`src/rtl/store_write_buffer_pkg.sv`:
```
// Shared definitions for the post-commit store write buffer.
// Contents:
//   WB_DEPTH, WB_BITS : buffer depth and its pointer width
//   SQ_BITS           : store-queue index width of the upstream queue
//   wb_entry_t        : one buffered quadword store {valid, addr[63:3], data}
//   wb_ptr_inc        : circular pointer increment (wraps modulo WB_DEPTH)
package store_write_buffer_pkg;

    localparam int WB_DEPTH = 4;
    localparam int WB_BITS  = 2;
    localparam int SQ_BITS  = 3;

    typedef struct packed {
        logic        valid;
        logic [60:0] addr;   // quadword address, byte address bits [63:3]
        logic [63:0] data;
    } wb_entry_t;

    function automatic logic [WB_BITS-1:0] wb_ptr_inc(input logic [WB_BITS-1:0] ptr);
        return ptr + WB_BITS'(1);
    endfunction

endpackage

```
`src/rtl/wb_fwd_match.sv`:
```
// Age-ordered store-to-load forwarding comparator.
// Entries are rotated so that position 0 is the head (oldest); a later match
// overrides an earlier one, and the incoming store overrides every buffer entry.
// Ports:
//   entries      : in  buffer contents
//   head         : in  index of the oldest entry
//   lookup_valid : in  probe valid; when low, hit/data are forced to 0
//   lookup_qaddr : in  probe quadword address
//   in_valid     : in  incoming store is being accepted this cycle
//   in_qaddr     : in  incoming store quadword address
//   in_data      : in  incoming store data
//   hit          : out youngest match found
//   data         : out data of youngest match, 0 when no hit
module wb_fwd_match
    import store_write_buffer_pkg::*;
(
    input  wb_entry_t [WB_DEPTH-1:0] entries,
    input  logic [WB_BITS-1:0]       head,
    input  logic                     lookup_valid,
    input  logic [60:0]              lookup_qaddr,
    input  logic                     in_valid,
    input  logic [60:0]              in_qaddr,
    input  logic [63:0]              in_data,
    output logic                     hit,
    output logic [63:0]              data
);

    wb_entry_t [WB_DEPTH-1:0] aged_s;

    // Rotate entries into oldest-first order
    always_comb begin
        for (int i = 0; i < WB_DEPTH; i++) begin
            aged_s[i] = entries[head + WB_BITS'(i)];
        end
    end

    // Youngest-wins priority match across buffer and incoming store
    always_comb begin
        hit  = 1'b0;
        data = 64'd0;
        if (lookup_valid) begin
            for (int i = 0; i < WB_DEPTH; i++) begin
                if (aged_s[i].valid && (aged_s[i].addr == lookup_qaddr)) begin
                    hit  = 1'b1;
                    data = aged_s[i].data;
                end else begin
                    hit  = hit;
                    data = data;
                end
            end
            if (in_valid && (in_qaddr == lookup_qaddr)) begin
                hit  = 1'b1;
                data = in_data;
            end else begin
                hit  = hit;
                data = data;
            end
        end else begin
            hit  = 1'b0;
            data = 64'd0;
        end
    end

endmodule

```
`src/rtl/store_write_buffer.sv`:
```
// Post-commit store write buffer between the store queue and the D-cache.
// Accepts one committed quadword store per cycle, coalesces into the youngest
// non-head entry, drains in order to the D-cache write port and forwards
// buffered or incoming store data to load probes.
// Ports:
//   clock, reset                 : clock, async active-high reset
//   sq_store_request/addr/data   : in  committed store from the store queue
//   sq_store_success             : out store accepted this cycle (combinational)
//   dc_wr_request/addr/data      : out head entry write to the D-cache
//   dc_wr_ack                    : in  D-cache accepted the write
//   ld_lookup_valid/addr         : in  load forwarding probe
//   ld_fwd_hit/data              : out forwarding result (combinational)
//   wb_count, wb_empty, wb_full  : out occupancy status
module store_write_buffer
    import store_write_buffer_pkg::*;
(
    input  logic               clock,
    input  logic               reset,
    input  logic               sq_store_request,
    input  logic [63:0]        sq_store_addr,
    input  logic [63:0]        sq_store_data,
    output logic               sq_store_success,
    output logic               dc_wr_request,
    output logic [63:0]        dc_wr_addr,
    output logic [63:0]        dc_wr_data,
    input  logic               dc_wr_ack,
    input  logic               ld_lookup_valid,
    input  logic [63:0]        ld_lookup_addr,
    output logic               ld_fwd_hit,
    output logic [63:0]        ld_fwd_data,
    output logic [WB_BITS:0]   wb_count,
    output logic               wb_empty,
    output logic               wb_full
);

    wb_entry_t [WB_DEPTH-1:0] entries_q, entries_d;
    logic [WB_BITS-1:0]       head_q, head_d, tail_q, tail_d;
    logic [WB_BITS-1:0]       tail_m1_s;
    logic [WB_BITS:0]         count_q, count_d;
    logic                     empty_q, empty_d, full_q, full_d;
    logic                     coalesce_s, accept_s, alloc_s, drain_s;
    logic                     unused_s;

    assign tail_m1_s = tail_q - WB_BITS'(1);
    assign unused_s  = ^{sq_store_addr[2:0], ld_lookup_addr[2:0]};

    // Handshake decisions; acceptance never looks at dc_wr_ack
    always_comb begin
        // The head is excluded from merging because its data is under handshake.
        coalesce_s = sq_store_request && entries_q[tail_m1_s].valid &&
                     (entries_q[tail_m1_s].addr == sq_store_addr[63:3]) &&
                     (tail_m1_s != head_q);
        accept_s   = !reset && sq_store_request && (coalesce_s || !full_q);
        alloc_s    = accept_s && !coalesce_s;
        drain_s    = entries_q[head_q].valid && dc_wr_ack;
    end

    // FIFO next-state: drain at head, allocate at tail, merge into tail-1
    always_comb begin
        entries_d = entries_q;
        if (drain_s) begin
            entries_d[head_q].valid = 1'b0;
            head_d = wb_ptr_inc(head_q);
        end else begin
            head_d = head_q;
        end
        if (alloc_s) begin
            entries_d[tail_q].valid = 1'b1;
            entries_d[tail_q].addr  = sq_store_addr[63:3];
            entries_d[tail_q].data  = sq_store_data;
            tail_d = wb_ptr_inc(tail_q);
        end else begin
            tail_d = tail_q;
        end
        if (accept_s && coalesce_s) begin
            entries_d[tail_m1_s].data = sq_store_data;
        end else begin
            entries_d[tail_m1_s].data = entries_d[tail_m1_s].data;
        end
        count_d = count_q + (WB_BITS+1)'(alloc_s) - (WB_BITS+1)'(drain_s);
        full_d  = (count_d == (WB_BITS+1)'(WB_DEPTH));
        empty_d = (count_d == (WB_BITS+1)'(0));
    end

    // State registers
    always_ff @(posedge clock or posedge reset) begin
        if (reset) begin
            entries_q <= '0;
            head_q    <= '0;
            tail_q    <= '0;
            count_q   <= '0;
            empty_q   <= 1'b1;
            full_q    <= 1'b0;
        end else begin
            entries_q <= entries_d;
            head_q    <= head_d;
            tail_q    <= tail_d;
            count_q   <= count_d;
            empty_q   <= empty_d;
            full_q    <= full_d;
        end
    end

    assign sq_store_success = accept_s;
    assign dc_wr_request    = entries_q[head_q].valid;
    assign dc_wr_addr       = entries_q[head_q].valid ? {entries_q[head_q].addr, 3'b000} : 64'd0;
    assign dc_wr_data       = entries_q[head_q].valid ? entries_q[head_q].data : 64'd0;
    assign wb_count         = count_q;
    assign wb_empty         = empty_q;
    assign wb_full          = full_q;

    wb_fwd_match u_fwd (
        .entries      (entries_q),
        .head         (head_q),
        .lookup_valid (ld_lookup_valid),
        .lookup_qaddr (ld_lookup_addr[63:3]),
        .in_valid     (accept_s),
        .in_qaddr     (sq_store_addr[63:3]),
        .in_data      (sq_store_data),
        .hit          (ld_fwd_hit),
        .data         (ld_fwd_data)
    );

endmodule

```
`config.mk`:
```
export PLATFORM = sky130hd
export DESIGN_NAME = store_write_buffer
export DESIGN_NICKNAME = d
export VERILOG_FILES = /design/src/rtl/store_write_buffer_pkg.sv /design/src/rtl/wb_fwd_match.sv /design/src/rtl/store_write_buffer.sv
export SDC_FILE = /design/constraint.sdc
export NUM_CORES = 2
export LEC_CHECK = 0
export CAP_MARGIN = 20
export CORE_UTILIZATION = 40
export DETAILED_ROUTE_END_ITERATION = 8
export GPL_TIMING_DRIVEN = 0
export PLACE_DENSITY = 0.71
export RECOVER_POWER = 100
export SETUP_SLACK_MARGIN = 0.2
export SLEW_MARGIN = 20
export SYNTH_ARGS = -nofsm -noshare
export SYNTH_HDL_FRONTEND = slang
export SYNTH_SLANG_ARGS = --single-unit
export TNS_END_PERCENT = 5
```
`constraint.sdc`:
```
create_clock -name clock -period 55.5 [get_ports clock]
set_input_delay 11.1 -clock clock [delete_from_list [all_inputs] [get_ports clock]]
set_output_delay 11.1 -clock clock [all_outputs]
set_load 0.05 [all_outputs]
```
==> flow_summary.ini <==
[routing]
drc = 0
viasPerCell = 7.56
first_iter_violations = 9802
vias = 52256
drt_pass1_iterations = 9
ant_nets = 0
wl_um = 306000
wl_per_cell_um = 44.2

[placed_design]
place.gp.congestion = 1.09
dp.final_hpwl_um = 222000
io_buffers = 261

[synth]
synth-async-reset-ratio = 1.00
synth_top_area_frac = 0.264
synth_area_leaders = dfrtp_1 26%, mux4_2 25%, nand2_1 6.4%
syn_inst = 4880
syn_avg_cell_area_um2 = 9.93
ys.flop_type = dfrtp_1
synth_area_mm2 = 0.0485
ys_ff_latch = 513
synth_top_cell_by_area = dfrtp_1
synth-edff-count = 0
yosysWarningCount = 0
ys_types = 76
yosysSeqAreaShare = 0.265

[clocking]
cts_tree = built
clk_pin_slew_ps = 50
holdBufCountCts = 0
h-tree-depth = 3
root_buffer = clkbuf_16
clk_path_buf_depth = 3
cts_sinks = 513
numCtsBuffers = 72
cts_setup_buffers = 0
clk_latency_ps = 720
post_cts_resized = 0

[die]
dieWidth_um = 350
core_area_mm2 = 0.120
rows = 127
initial_core_util = 0.404
num_io_pins = 397
die_h_um = 350
die_area_mm2 = 0.123

[sta]
finalSetupViolCount = 0
slew_viol_final = 635
max-slew-margin-rel = -2.32
min_period_ps = 36410
fmax_mhz = 27.5
rsz0062_at_grt = no
tightest_slew_ps = 4980
skew_ps = 57.6
final_hold_viol_count = 0
fin_tns_setup_ps = 0
period_share = 0.656

[final_layout]
fillers = 11418
postLayoutCoreUtil = 0.462
syn2layout_area_growth_pct = 14.3
drive_gt1_frac = 0.183
num-nets-final = 5439

[setup_path]
end_kind = primary output
crit_path_start_kind = input pin
crit_top_cell = clkbuf_1
cp_cell_sequence = dlygate4sd3_1 > clkinvlp_2 > clkbuf_1 > clkbuf_1 > nand2_1 > a21oi_1 > and3_1 > buf_2 > clkbuf_1 > clkbuf_1 > nand2_1 > a21boi_1 > dlygate4sd3_1
cp.required_ps = 44400
crit_path_max_fanout = 77
cpMaxStageDelayCell = clkbuf_1
critPathKind = in -> out
critical_path_arrival_ps = 25310
cpPeakStageDelay_ps = 3640

[global_route]
gr-usage-all-layers = 0.488
antenna_found_initial = 31
grt_pass1_vias = 48292
grt_max_degree = 85
grt-ovfl-total = 0
grt_pass1_wl_um = 409000

[run]
maxCapViolCount = 20

[outcome]
status = finished with violations
violations = capacitance limit, slew limit

[hold_path]
hold_path.class = reg -> reg
critical path: cells and delay by family:
kind                   cells  cell delay (ps)
buffers and inverters      8            11690
AND/OR/NAND/NOR            3             1420
AO/OA/AOI/OAI              2              950
kinds of logic after synthesis:
family | count (synthesis) | share of synthesized area
DFF | 513 | 0.265
adders and majority gates | 11 | 0.00299
buffers and inverters | 628 | 0.0574
xor gates and xnor gates | 310 | 0.0560
muxes | 829 | 0.312
other | 1 | 0.0000774
and+or+nand+nor | 1644 | 0.167
AOI/OAI and AO/OA | 944 | 0.139
Yosys cell counts, types with 94 or more instances:
master    number
nand2_1      820
mux4_2       537
dfrtp_1      512
clkbuf_1     318
xnor2_1      216
mux2i_1      200
and2_1       199
nand3_1      198
o21ai_0      189
a21oi_1      138
nor2b_1      137
o221ai_1     131
buf_2        122
o22ai_1      119
xor2_1        94
final cells by class:
cell class / count / area [µm²] / share of cell area
sequential: 513 / 12800 / 0.232
clock buffer: 95 / 2030 / 0.0366
multi-input combinational: 3741 / 32600 / 0.588
clock inverter: 34 / 484 / 0.00874
timing repair buffer: 275 / 2700 / 0.0487
antenna: 15 / 37.5 / 0.000677
tap: 1612 / 2020 / 0.0364
inverter: 50 / 189 / 0.00341
buffer: 578 / 2560 / 0.0462
cells in the final DEF, fill, tap and decap left out, types with 94 or more instances in the layout:
cell type / count
dfrtp_1: 512
dlygate4sd3_1: 187
mux4_2: 537
buf_2: 103
xor2_1: 94
mux2i_1: 199
o21ai_0: 189
nand2_1: 822
o22ai_1: 119
xnor2_1: 215
o221ai_1: 131
nor2b_1: 137
nand3_1: 198
a21oi_1: 138
and2_1: 196
clkbuf_1: 367
final timing paths:
check	slack, ps	start	cells after the start	to
setup / recovery	19090	reset	13	ld_fwd_data[4]
hold / removal	550	wb_count[0]	1	wb_count[0]
setup reg to reg	40720	tail_q[0]	26	flip-flop
hold reg to reg	550	wb_count[0]	1	wb_count[0]
max in group asynchronous	32630	reset	5	entries_q[185]
min in group asynchronous	11410	reset	2	asynchronous set/reset pin
per-stage QoR:
stage,setup slack [ps],cell area (µm²),hold slack [ps],cells
finish,19090,55400,553,6913
global route,17990,55400,588,6902
CTS,26880,56000,561,6898
detailed placement,26910,53500,549,6769
global placement,8180,53100,540,6755
floorplan,17770,48500,501,4882
per-layer routing:
layer	GRT usage	vias up	part of all wire
met3	0.247	1477	0.18
met4	0.329	28	0.090
met2	0.663	5651	0.39
li1	-	19239	-
met5	0.00628	-	0.00069
met1	0.599	25861	0.34
Power is not shown: default switching activity piles up to over one toggle a cycle in this logic, so the estimate is an artifact.
